## src/rtl/ov7670_config_sequencer.sv

```systemverilog
// rtl/ov7670_config_sequencer.sv - walks the OV7670 init ROM and issues SCCB writes
// Optional feature macro: CFG_POST_RESET_DELAY_EN (timed wait after a COM7 soft-reset write)
module ov7670_config_sequencer #(
  parameter int DELAY_CYCLES = 250000,
  parameter int ROM_LATENCY  = 1
) (
  input  logic        clk,
  input  logic        rst,
  input  logic        start,
  output logic [7:0]  rom_addr,
  input  logic [15:0] rom_data,
  input  logic        sccb_ready,
  output logic        sccb_start,
  output logic [7:0]  sccb_reg,
  output logic [7:0]  sccb_val,
  output logic        busy,
  output logic        done,
  output logic [7:0]  write_count
);

  typedef enum logic [2:0] {
    S_IDLE, S_FETCH, S_DECODE, S_SEND, S_WAIT_LO, S_WAIT_HI, S_DELAY, S_DONE
  } state_t;

  state_t      r_state, w_state_nxt;
  logic [7:0]  r_rom_addr, w_rom_addr_nxt;
  logic [7:0]  r_sccb_reg, w_sccb_reg_nxt;
  logic [7:0]  r_sccb_val, w_sccb_val_nxt;
  logic        r_busy, w_busy_nxt;
  logic        r_done, w_done_nxt;
  logic [7:0]  r_write_count, w_write_count_nxt;
  logic [7:0]  r_fetch_cnt, w_fetch_cnt_nxt;
  logic [31:0] r_delay_cnt, w_delay_cnt_nxt;
  logic        w_sccb_start;
  logic        w_advance;
  logic        w_soft_reset;

`ifdef CFG_POST_RESET_DELAY_EN
  // COM7 with bit7 set resets the sensor; it needs settling time before further writes
  assign w_soft_reset = (r_sccb_reg == 8'h12) && r_sccb_val[7];
`else
  assign w_soft_reset = 1'b0;
`endif

  always_ff @(posedge clk) begin
    if (rst) begin
      r_state       <= S_IDLE;
      r_rom_addr    <= 8'd0;
      r_sccb_reg    <= 8'd0;
      r_sccb_val    <= 8'd0;
      r_busy        <= 1'b0;
      r_done        <= 1'b0;
      r_write_count <= 8'd0;
      r_fetch_cnt   <= 8'd0;
      r_delay_cnt   <= 32'd0;
    end else begin
      r_state       <= w_state_nxt;
      r_rom_addr    <= w_rom_addr_nxt;
      r_sccb_reg    <= w_sccb_reg_nxt;
      r_sccb_val    <= w_sccb_val_nxt;
      r_busy        <= w_busy_nxt;
      r_done        <= w_done_nxt;
      r_write_count <= w_write_count_nxt;
      r_fetch_cnt   <= w_fetch_cnt_nxt;
      r_delay_cnt   <= w_delay_cnt_nxt;
    end
  end

  always_comb begin
    w_state_nxt       = r_state;
    w_rom_addr_nxt    = r_rom_addr;
    w_sccb_reg_nxt    = r_sccb_reg;
    w_sccb_val_nxt    = r_sccb_val;
    w_busy_nxt        = r_busy;
    w_done_nxt        = r_done;
    w_write_count_nxt = r_write_count;
    w_fetch_cnt_nxt   = r_fetch_cnt;
    w_delay_cnt_nxt   = r_delay_cnt;
    w_sccb_start      = 1'b0;
    w_advance         = 1'b0;

    case (r_state)
      S_IDLE, S_DONE: begin
        if (start) begin
          w_rom_addr_nxt    = 8'd0;
          w_write_count_nxt = 8'd0;
          w_done_nxt        = 1'b0;
          w_busy_nxt        = 1'b1;
          w_fetch_cnt_nxt   = 8'd0;
          w_state_nxt       = S_FETCH;
        end
      end
      S_FETCH: begin
        if (r_fetch_cnt == 8'(ROM_LATENCY)) begin
          w_state_nxt = S_DECODE;
        end else begin
          w_fetch_cnt_nxt = r_fetch_cnt + 8'd1;
        end
      end
      S_DECODE: begin
        if (rom_data == 16'hFFFF) begin
          w_busy_nxt  = 1'b0;
          w_done_nxt  = 1'b1;
          w_state_nxt = S_DONE;
        end else if (rom_data == 16'hFFF0) begin
          w_delay_cnt_nxt = 32'(DELAY_CYCLES - 1);
          w_state_nxt     = S_DELAY;
        end else begin
          w_sccb_reg_nxt = rom_data[15:8];
          w_sccb_val_nxt = rom_data[7:0];
          w_state_nxt    = S_SEND;
        end
      end
      S_SEND: begin
        if (sccb_ready) begin
          w_sccb_start = 1'b1;
          w_state_nxt  = S_WAIT_LO;
        end
      end
      S_WAIT_LO: begin
        if (!sccb_ready) w_state_nxt = S_WAIT_HI;
      end
      S_WAIT_HI: begin
        if (sccb_ready) begin
          if (r_write_count != 8'hFF) w_write_count_nxt = r_write_count + 8'd1;
          if (w_soft_reset) begin
            w_delay_cnt_nxt = 32'(DELAY_CYCLES - 1);
            w_state_nxt     = S_DELAY;
          end else begin
            w_advance = 1'b1;
          end
        end
      end
      S_DELAY: begin
        if (r_delay_cnt == 32'd0) w_advance = 1'b1;
        else                      w_delay_cnt_nxt = r_delay_cnt - 32'd1;
      end
      default: w_state_nxt = S_IDLE;
    endcase

    // No wrap past the last ROM address: a full table still terminates
    if (w_advance) begin
      if (r_rom_addr == 8'hFF) begin
        w_busy_nxt  = 1'b0;
        w_done_nxt  = 1'b1;
        w_state_nxt = S_DONE;
      end else begin
        w_rom_addr_nxt  = r_rom_addr + 8'd1;
        w_fetch_cnt_nxt = 8'd0;
        w_state_nxt     = S_FETCH;
      end
    end
  end

  assign rom_addr    = r_rom_addr;
  assign sccb_start  = w_sccb_start;
  assign sccb_reg    = r_sccb_reg;
  assign sccb_val    = r_sccb_val;
  assign busy        = r_busy;
  assign done        = r_done;
  assign write_count = r_write_count;

endmodule

```

## config.mk

```make
export PLATFORM = sky130hd
export DESIGN_NAME = ov7670_config_sequencer
export DESIGN_NICKNAME = d
export VERILOG_FILES = /design/src/rtl/ov7670_config_sequencer.sv
export SDC_FILE = /design/constraint.sdc
export NUM_CORES = 1
export LEC_CHECK = 0
export CORE_MARGIN = 5
export CORE_UTILIZATION = 50
export DETAILED_ROUTE_END_ITERATION = 8
export GPL_ROUTABILITY_DRIVEN = 0
export MAX_ROUTING_LAYER = met4
export PLACE_DENSITY = 0.78
export SLEW_MARGIN = 20
export SYNTH_ARGS = -nofsm -noshare
export SYNTH_HDL_FRONTEND = slang
export SYNTH_SLANG_ARGS = --single-unit
export TNS_END_PERCENT = 1
```

## constraint.sdc

```tcl
create_clock -name clk -period 2.8 [get_ports clk]
set_clock_uncertainty 0.1 [all_clocks]
set_input_delay 0.28 -clock clk [delete_from_list [all_inputs] [get_ports clk]]
set_output_delay 0.28 -clock clk [all_outputs]
set_load 0.02 [all_outputs]
```

==> results of run 1 <==
-- cell type report --
cell class | instances | area (um2) | area share (%)
sequential | 77 | 1541 | 29.80
multi-input combinational | 373 | 2406 | 46.52
timing repair buffer | 94 | 853.3 | 16.50
clock inverter | 6 | 63.81 | 1.234
clock buffer | 10 | 127.6 | 2.467
inverter | 13 | 48.80 | 0.9434
tap | 105 | 131.4 | 2.540
-- how the worst max path moves through the flow --
stage | end | slack [ns] | depth (start not counted)
after global routing | r_delay_cnt[31] | 0.05 | 8
final | r_delay_cnt[31] | 0.18 | 8
after global placement | r_delay_cnt[19] | -0.08 | 8
after CTS | r_delay_cnt[16] | 0.17 | 8
after detailed placement | r_delay_cnt[27] | -0.13 | 8
after floorplan | r_delay_cnt[26] | 0.45 | 5
-- per-layer routing --
metal	part of all wire (%)	GRT usage (%)
met1	42	28.49
met2	50	38.38
met3	5.4	3.045
met4	2.4	10.36
met5	0	-
-- worst max-delay path: stages --
cell and delay [ns]:
sky130_fd_sc_hd__clkdlybuf4s50_1 0.45, sky130_fd_sc_hd__or4_4 0.59, sky130_fd_sc_hd__o41ai_4 0.48, sky130_fd_sc_hd__buf_4 0.19, sky130_fd_sc_hd__o311ai_1 0.09, sky130_fd_sc_hd__buf_4 0.17
sky130_fd_sc_hd__or4_1 0.40, sky130_fd_sc_hd__a21oi_1 0.15
-- power by group through the flow --
stage | clock network (mW) | logic, mW | registers [mW]
finish | 0.844 | 0.465 | 1.16
global route | 0.910 | 0.506 | 1.17
CTS | 0.857 | 0.460 | 1.16
detailed placement | 0 | 0.457 | 1.19
global placement | 0 | 0.448 | 1.18
floorplan | 0 | 0.272 | 1.20
-- layout by cell type (no fill, tap or decap), drive strengths merged, types with 5 or more instances in the layout --
master,count
dfxtp,77
clkdlybuf4s50,54
nor2,53
a21oi,42
buf,40
nand2,25
nor3,19
nand3,19
nand4,17
mux2i,17
or4,17
o21ai,15
inv,13
a211oi,13
o31ai,12
clkbuf,10
xnor2,9
o41ai,9
nor3b,8
nor4,8
and3,7
nand4b,7
or3,6
ha,6
nand2b,5
-- cell families (layout without fill, tap and decap cells) --
family          after synthesis  count (layout)  share of synthesized area (%)
fa+ha+maj                     6               6                          1.827
mux                          17              17                          4.141
buf+inv                      41             123                          4.141
compound gates              130             130                          21.83
xor+xnor                      9               9                          1.918
flops                        77              77                          37.52
simple gates                211             211                          28.62
-- stage by stage --
step | cell area [um2] | setup TNS (ns) | setup WS (ns) | std cells
2_1_floorplan | 4109 | 0 | 0.4470 | 491
3_3_place_gp | 4972 | -0.3033 | -0.07616 | 662
3_5_place_dp | 4972 | -1.950 | -0.1274 | 662
4_1_cts | 5164 | 0 | 0.1701 | 678
5_1_grt | 5172 | 0 | 0.05266 | 678
6_report | 5172 | 0 | 0.1832 | 678
==> results.md, run 1 <==
- The region available for standard cell placement spans 0.008093 mm2.
- Combinational logic is responsible for 18.8% of the overall power.
- In this run the number of H-tree levels came out at 3.
- The remaining max-slew budget at the tightest pin is 56.38%.
- The initial antenna violation count was 0.
- The start of the worst register-to-register path is r_state[0].
- The number of sinks on the clock net is 77.
- 55 I/O pins were placed.
- After legalization and detailed placement, the total HPWL measured 8194 um.
- Counting cells, the worst reg-to-reg path comes to 7.
- For this block, the initial DRC count from the detailed router was roughly 240.
- Setup repair after global routing left no endpoint under its margin.
- Dividing the detail-routed wire length by the instance count gives 16.42 um.
- For this design the static power due to leakage is around 1.8 nW.
- The type of the worst setup path is in -> reg.
- The hold path startpoint is r_delay_cnt[8].
- Clock-pin slew was measured on the worst setup and hold paths at around 0.080 ns.
- The cell with the most instances after synthesis is sky130_fd_sc_hd__dfxtp_1.
- The areal power density over the cells is 477.7 mW/mm2.
- The floorplan step defined a die boundary enclosing ~0.010 mm2.
- Overall power consumption after layout is estimated at 2.471 mW.
- Final hold analysis gives a worst-case slack of between 0.3 and 0.4 ns.
- After detailed routing, the number of vias per cell comes to 6.227.
- Fill cells in the final layout number 693.
- In this run the worst setup path begins at rom_data[0].
- The design internal power is 1.738 mW.
- The clock passes through at most 2 buffers.
- The final-report hold violation count is 0.
- By area the synthesized netlist is led by sky130_fd_sc_hd__dfxtp_1 (38%), sky130_fd_sc_hd__a21oi_1 (5.1%), sky130_fd_sc_hd__nor2_1 (4.8%), sky130_fd_sc_hd__mux2i_1 (4.1%), sky130_fd_sc_hd__or4_1 (2.9%).
- The share of total power dissipated in the clock network is 34.2%.
- The most frequently used flop master after synthesis is sky130_fd_sc_hd__dfxtp_1.
- The final core utilization is 63.91%.
- Counting I/O delays and the setup requirement, the final critical path takes about 2.6 ns.
- Compared with the post-synthesis result, the final layout area differs by 25.88%.
- The worst setup path is captured at a flip-flop.
- The total routing resource utilization after global routing is 23.32%.
- The synthesized design spends more area on one cell type than any other, namely sky130_fd_sc_hd__dfxtp_1.
- The number of enable flip-flop cells after synthesis is 0.
- In this run the critical register-to-register path is captured at rom_addr[2].
- Counting flops with an async set or reset pin after synthesis yields a share of 0%.
- After synthesis, the netlist uses 62 different library cells.
- The required time of the critical path is between 2 and 3 ns.
- For this run, the number of Yosys warnings is 0.
- The hold buffer count at CTS is 0.
- The share of total power consumed by net switching is 29.67%.
- The slew at the pin with the worst max-slew slack is 0.6492 ns.
- From left edge to right edge, the die measures 100.7 um.
- Counting every net in the synthesized netlist gives 517.
- Along the worst path, the maximum fanout reaches 9.
- The critical path data arrival time is 2.81 ns.
- Row generation in the floorplan step produced 33 rows.
- Setup violations remaining at the end of the flow were counted as 0.
- The number of clock buffers added by TritonCTS is 9.
- The overall die height is 100.7 um.
- The maximum number of pins on one net before global-route repair is 29.
- The latest clock arrival within the worst-skew pair is ~0.37 ns.
- In this run the register-to-register setup slack is 0.21 ns.
- The register with the most flip-flops in the layout has 32 of them.
- The final routed wirelength across all metal layers is between 10000 and 15000 um.
- The final net count is 594.
- The part of the total power dissipated in sequential elements is a little under half.
- Of the synthesized area, sequential elements account for 37.52%.
- The gate count of the mapped netlist is 491.
- The largest vdd supply drop is between 0.3 and 0.4 mV.
- The share of the clock period used by the worst path after layout is 93.46%.
- After clock tree synthesis, the repair step resized 0 gates.
- Buffers placed on the I/O ports in this run total 54.
- The number of max-cap violations is 0.
- The final max-slew violation count is 0.
- The cell sitting at the root of the clock tree is a sky130_fd_sc_hd__clkbuf_8.
- The via count of the first global-routing pass is between 3000 and 4000.
- In the routed design, unresolved DRC markers number 0.
- Post-CTS timing repair inserted 0 buffers for setup.
- The number of iterations in the first detailed-routing pass is 6.
- Along the worst hold path, the cell count comes to 2.
- The destination of the worst hold path is r_delay_cnt[8].
- The initial standard-cell utilization of the core is 50.77%.
- TritonCTS built the clock tree.
- In this run the power spent charging and discharging nets is 0.7332 mW.
- Sorting the synthesized cells by how often they occur yields sky130_fd_sc_hd__dfxtp_1 (77), sky130_fd_sc_hd__nor2_1 (53), sky130_fd_sc_hd__a21oi_1 (42), sky130_fd_sc_hd__nand2_1 (25).
- The min-delay analysis places its worst path in the category reg -> reg.
- Summing over every cut layer, the via total after detailed routing is 4222.
- In the final layout, the share of cells above drive strength 1 is around an eighth.
- The total standard cell area after synthesis is 0.004109 mm2.
- In this run the biggest area consumer among cell types represents 37.52% of the synthesized area.
- The per-instance average area after synthesis is 8.369 um2.
- The first-pass GRT wire length is between 15000 and 20000 um.
- The antenna diode instance count is 0.
- The critical path launch point type is an input pin.
- The flow ran to the end, and the final reports show no timing, DRC or antenna violations.
- The number of routed nets with antenna violations is 0.
- Counting flops per register, the top entry is r_delay_cnt.
- The remaining global-route overflow is 0.
- For this run, the top clock speed supported by timing is between 300 and 400 MHz.
- The number of register bits inferred by synthesis is 77.
No activity file was read; power rests on OpenSTA's default activity.
==> run 2: changes to the inputs <==
--- a/config.mk
+++ b/config.mk
@@ -6,11 +6,11 @@
 export NUM_CORES = 1
 export LEC_CHECK = 0
 export CORE_MARGIN = 5
-export CORE_UTILIZATION = 50
+export CORE_UTILIZATION = 45
 export DETAILED_ROUTE_END_ITERATION = 8
 export GPL_ROUTABILITY_DRIVEN = 0
 export MAX_ROUTING_LAYER = met4
-export PLACE_DENSITY = 0.78
+export PLACE_DENSITY = 0.71
 export SLEW_MARGIN = 20
 export SYNTH_ARGS = -nofsm -noshare
 export SYNTH_HDL_FRONTEND = slang
==> run 2 against run 1 <==
  * Final cell count up 0.44%
  * Wire length shrank 3.3%
  * Clock-buffer cell count grew 1
  * Sequential power barely moved
  * Fmax grew 0.93%
  * Via count shrank 2.9%
  * Hold slack lost 0.014 ns
  * Sequential cell count did not move
  * Critical path type unchanged
  * Critical endpoint unchanged
==> results.md, run 2 (same netlist as run 1, synthesis figures left out) <==
- The area growth from synthesis to layout is 25.94%.
- The floorplan step set the die height to 105.6 um.
- The row count is 34.
- The clock input transition at the sequential cells of the worst setup and hold paths is 0.07 ns.
- The total cell area at the placement stage is 0.004989 mm2.
- The final HPWL from detailed placement is about 8000 um.
- Data on the critical path arrives at its endpoint at 2.78 ns.
- The share of the clock period used by the worst path after layout is 92.60%.
- The final net count is between 500 and 600.
- Timing would allow up to 385.7 MHz.
- The areal power density over the cells is 460.6 mW/mm2.
- The worst setup path is captured at a flip-flop.
- The cell count after placement is around 670.
- The critical path launch point type is an input pin.
- The largest vdd supply drop is 0.2335 mV.
- On the worst path, the slowest cell contributes a delay of 0.59 ns.
- The library cell used most frequently in the layout, excluding fill and tap cells, is sky130_fd_sc_hd__dfxtp_1.
- Clock tree synthesis inserted a total of 9 buffers.
- The pre-antenna-repair detailed-routing pass consisted of 5 iterations.
- The final worst hold slack is 0.3779 ns.
- The final-report hold violation count is 0.
- The tightest min-delay check is of the reg -> reg type.
- Using the TritonRoute via totals, the vias-per-cell ratio works out to between 6 and 7.
- For this run the aggregate overflow at the end of global routing stands at 0.
- At the pin with the least slew margin, the transition time is around 0.72 ns.
- The finished cells cover 0.005175 mm2.
- The number of logic stages on the critical path including buffering is 8.
- The antenna diode instance count is 0.
- The type of the worst setup path is in -> reg.
- The critical path contains buffers and inverters numbering 3 combined.
- The number of filler cells placed in the layout is 793.
- Measured against its own limit, the worst slew margin works out to 51.82%.
- The count of final setup violators is 0.
- The width of the chip is 105.6 um.
- CTS placed an instance of sky130_fd_sc_hd__clkbuf_8 at the clock tree root.
- The post-route netlist has between 10% and 20% of its cells at a drive strength greater than 1.
- The initial utilization of the core area, before any placement, comes to between 40% and 50%.
- For this design, the slowest cell found on the critical path is sky130_fd_sc_hd__or4_4.
- More flip-flops sit in one register than any other, and that register is r_delay_cnt.
- Leaving out fill and tap cells, the most frequent cells in the layout are sky130_fd_sc_hd__dfxtp_1 (77), sky130_fd_sc_hd__clkdlybuf4s50_1 (54), sky130_fd_sc_hd__nor2_1 (53).
- Subtracting the final worst setup slack from the clock period gives 2.593 ns.
- The TritonCTS clock tree is yes.
- The most numerous cell on the critical path is sky130_fd_sc_hd__buf_4.
- The run finished with clean final reports.
- The number of vias after detailed routing is 4099.
- The die area is 0.01114 mm2.
- Along the worst path, the maximum fanout reaches 9.
- After floorplanning, the core was sized to cover 0.008806 mm2.
- The number of sinks on the clock net is slightly below 80.
- The minimum setup slack in the final design is roughly 0.21 ns.
- The flip-flop count of the largest register, all copies and words added is 32.
- The initial antenna violation count is 0.
- The maximum buffer depth of the clock tree is 2.
- The count of cells along the worst hold path is 2.
- Walking the worst path, the cells encountered are clkdlybuf4s50_1, or4_4, o41ai_4, buf_4, o311ai_1, buf_4, or4_1, a21oi_1.
- The final core utilization is 58.77%.
- The wire length per cell after detailed routing is 15.81 um.
- The total routing resource utilization after global routing is 19.93%.
- The first-pass GRT wire length is 18110 um.
- Setup repair after global routing left no endpoint under its margin.
- 55 I/O pins were placed.
- Max-cap violations in this run came to 0.
- The final max-slew violation count was 0.
- STA puts the critical path data required time at 2.98 ns.
- The number of routed nets with antenna violations is 0.
- The final routed wirelength across all metal layers is between 10000 and 15000 um.
- The count of placed standard cells in the final layout, fillers left out is ~700.
- The worst reg2reg path depth is 5.
- The pre-CTS worst setup slack is -0.1353 ns.
- Port buffering added 54 buffers.
- Broken down by cell family, the worst path's largest delay share belongs to simple AND/OR/NAND/NOR gates.
- The via count of the first global-routing pass is approximately 3900.
- The DRC marker count from the first detailed-route iteration is 243.
- In this run the static leakage power is about 1.8 nW.
- The latest clock arrival within the worst-skew pair is 0.36 ns.
- For this run, design rule violations remaining after detail routing come to 0.
- Entering global routing, the biggest net connects 30 pins.
- The H-tree depth is 3.
[run 2: final cells by class]
cell class | count | area, um2 | area share, %
clock buffer | 11 | 141.4 | 2.732
clock inverter | 5 | 36.28 | 0.7012
inverter | 13 | 48.80 | 0.9429
multi-input combinational | 373 | 2406 | 46.49
sequential | 77 | 1541 | 29.79
tap | 108 | 135.1 | 2.611
timing repair buffer | 94 | 865.8 | 16.73
[run 2: worst min-delay path, stage by stage, from the launching register on]
cell and delay (ns):
sky130_fd_sc_hd__dfxtp_1 0.32, sky130_fd_sc_hd__o41ai_1 0.06, sky130_fd_sc_hd__a21oi_1 0.06
[run 2: repair_timing]
item | in CTS | in global routing
gates resized for setup | 0 | 1
endpoints found under the setup margin | 0 | 25
setup buffers | 0 | 0
hold buffers | 0 | 0
[run 2: per-layer routing]
metal | up-vias | track usage [%] | part of all wire, %
met2 | 105 | 33.52 | 49
met3 | 15 | 4.279 | 4.8
met1 | 1935 | 23.97 | 44
met5 | - | - | 0
met4 | 0 | 6.105 | 1.6
li1 | 2044 | - | -
[run 2: where the power goes]
part           switching (mW)  internal, mW  total (mW)
combinational           0.260         0.204       0.464
sequential             0.0365          1.13        1.16
clock                   0.412         0.346       0.758
[run 2: path summary, 6_finish.rpt]
path                        from         endpoint  slack [ns]
hold / removal    r_delay_cnt[6]   r_delay_cnt[6]        0.38
setup reg to reg      r_state[0]  r_delay_cnt[26]        0.27
setup / recovery     rom_data[0]  r_delay_cnt[31]        0.21
hold reg to reg   r_delay_cnt[6]   r_delay_cnt[6]        0.38
[run 2: through the flow]
step | total power, mW | TNS, ns
3_3_place_gp | 1.639 | -0.8330
6_report | 2.384 | 0
4_1_cts | 2.406 | 0
5_1_grt | 2.508 | 0
3_5_place_dp | 1.647 | -2.020
2_1_floorplan | 1.467 | 0
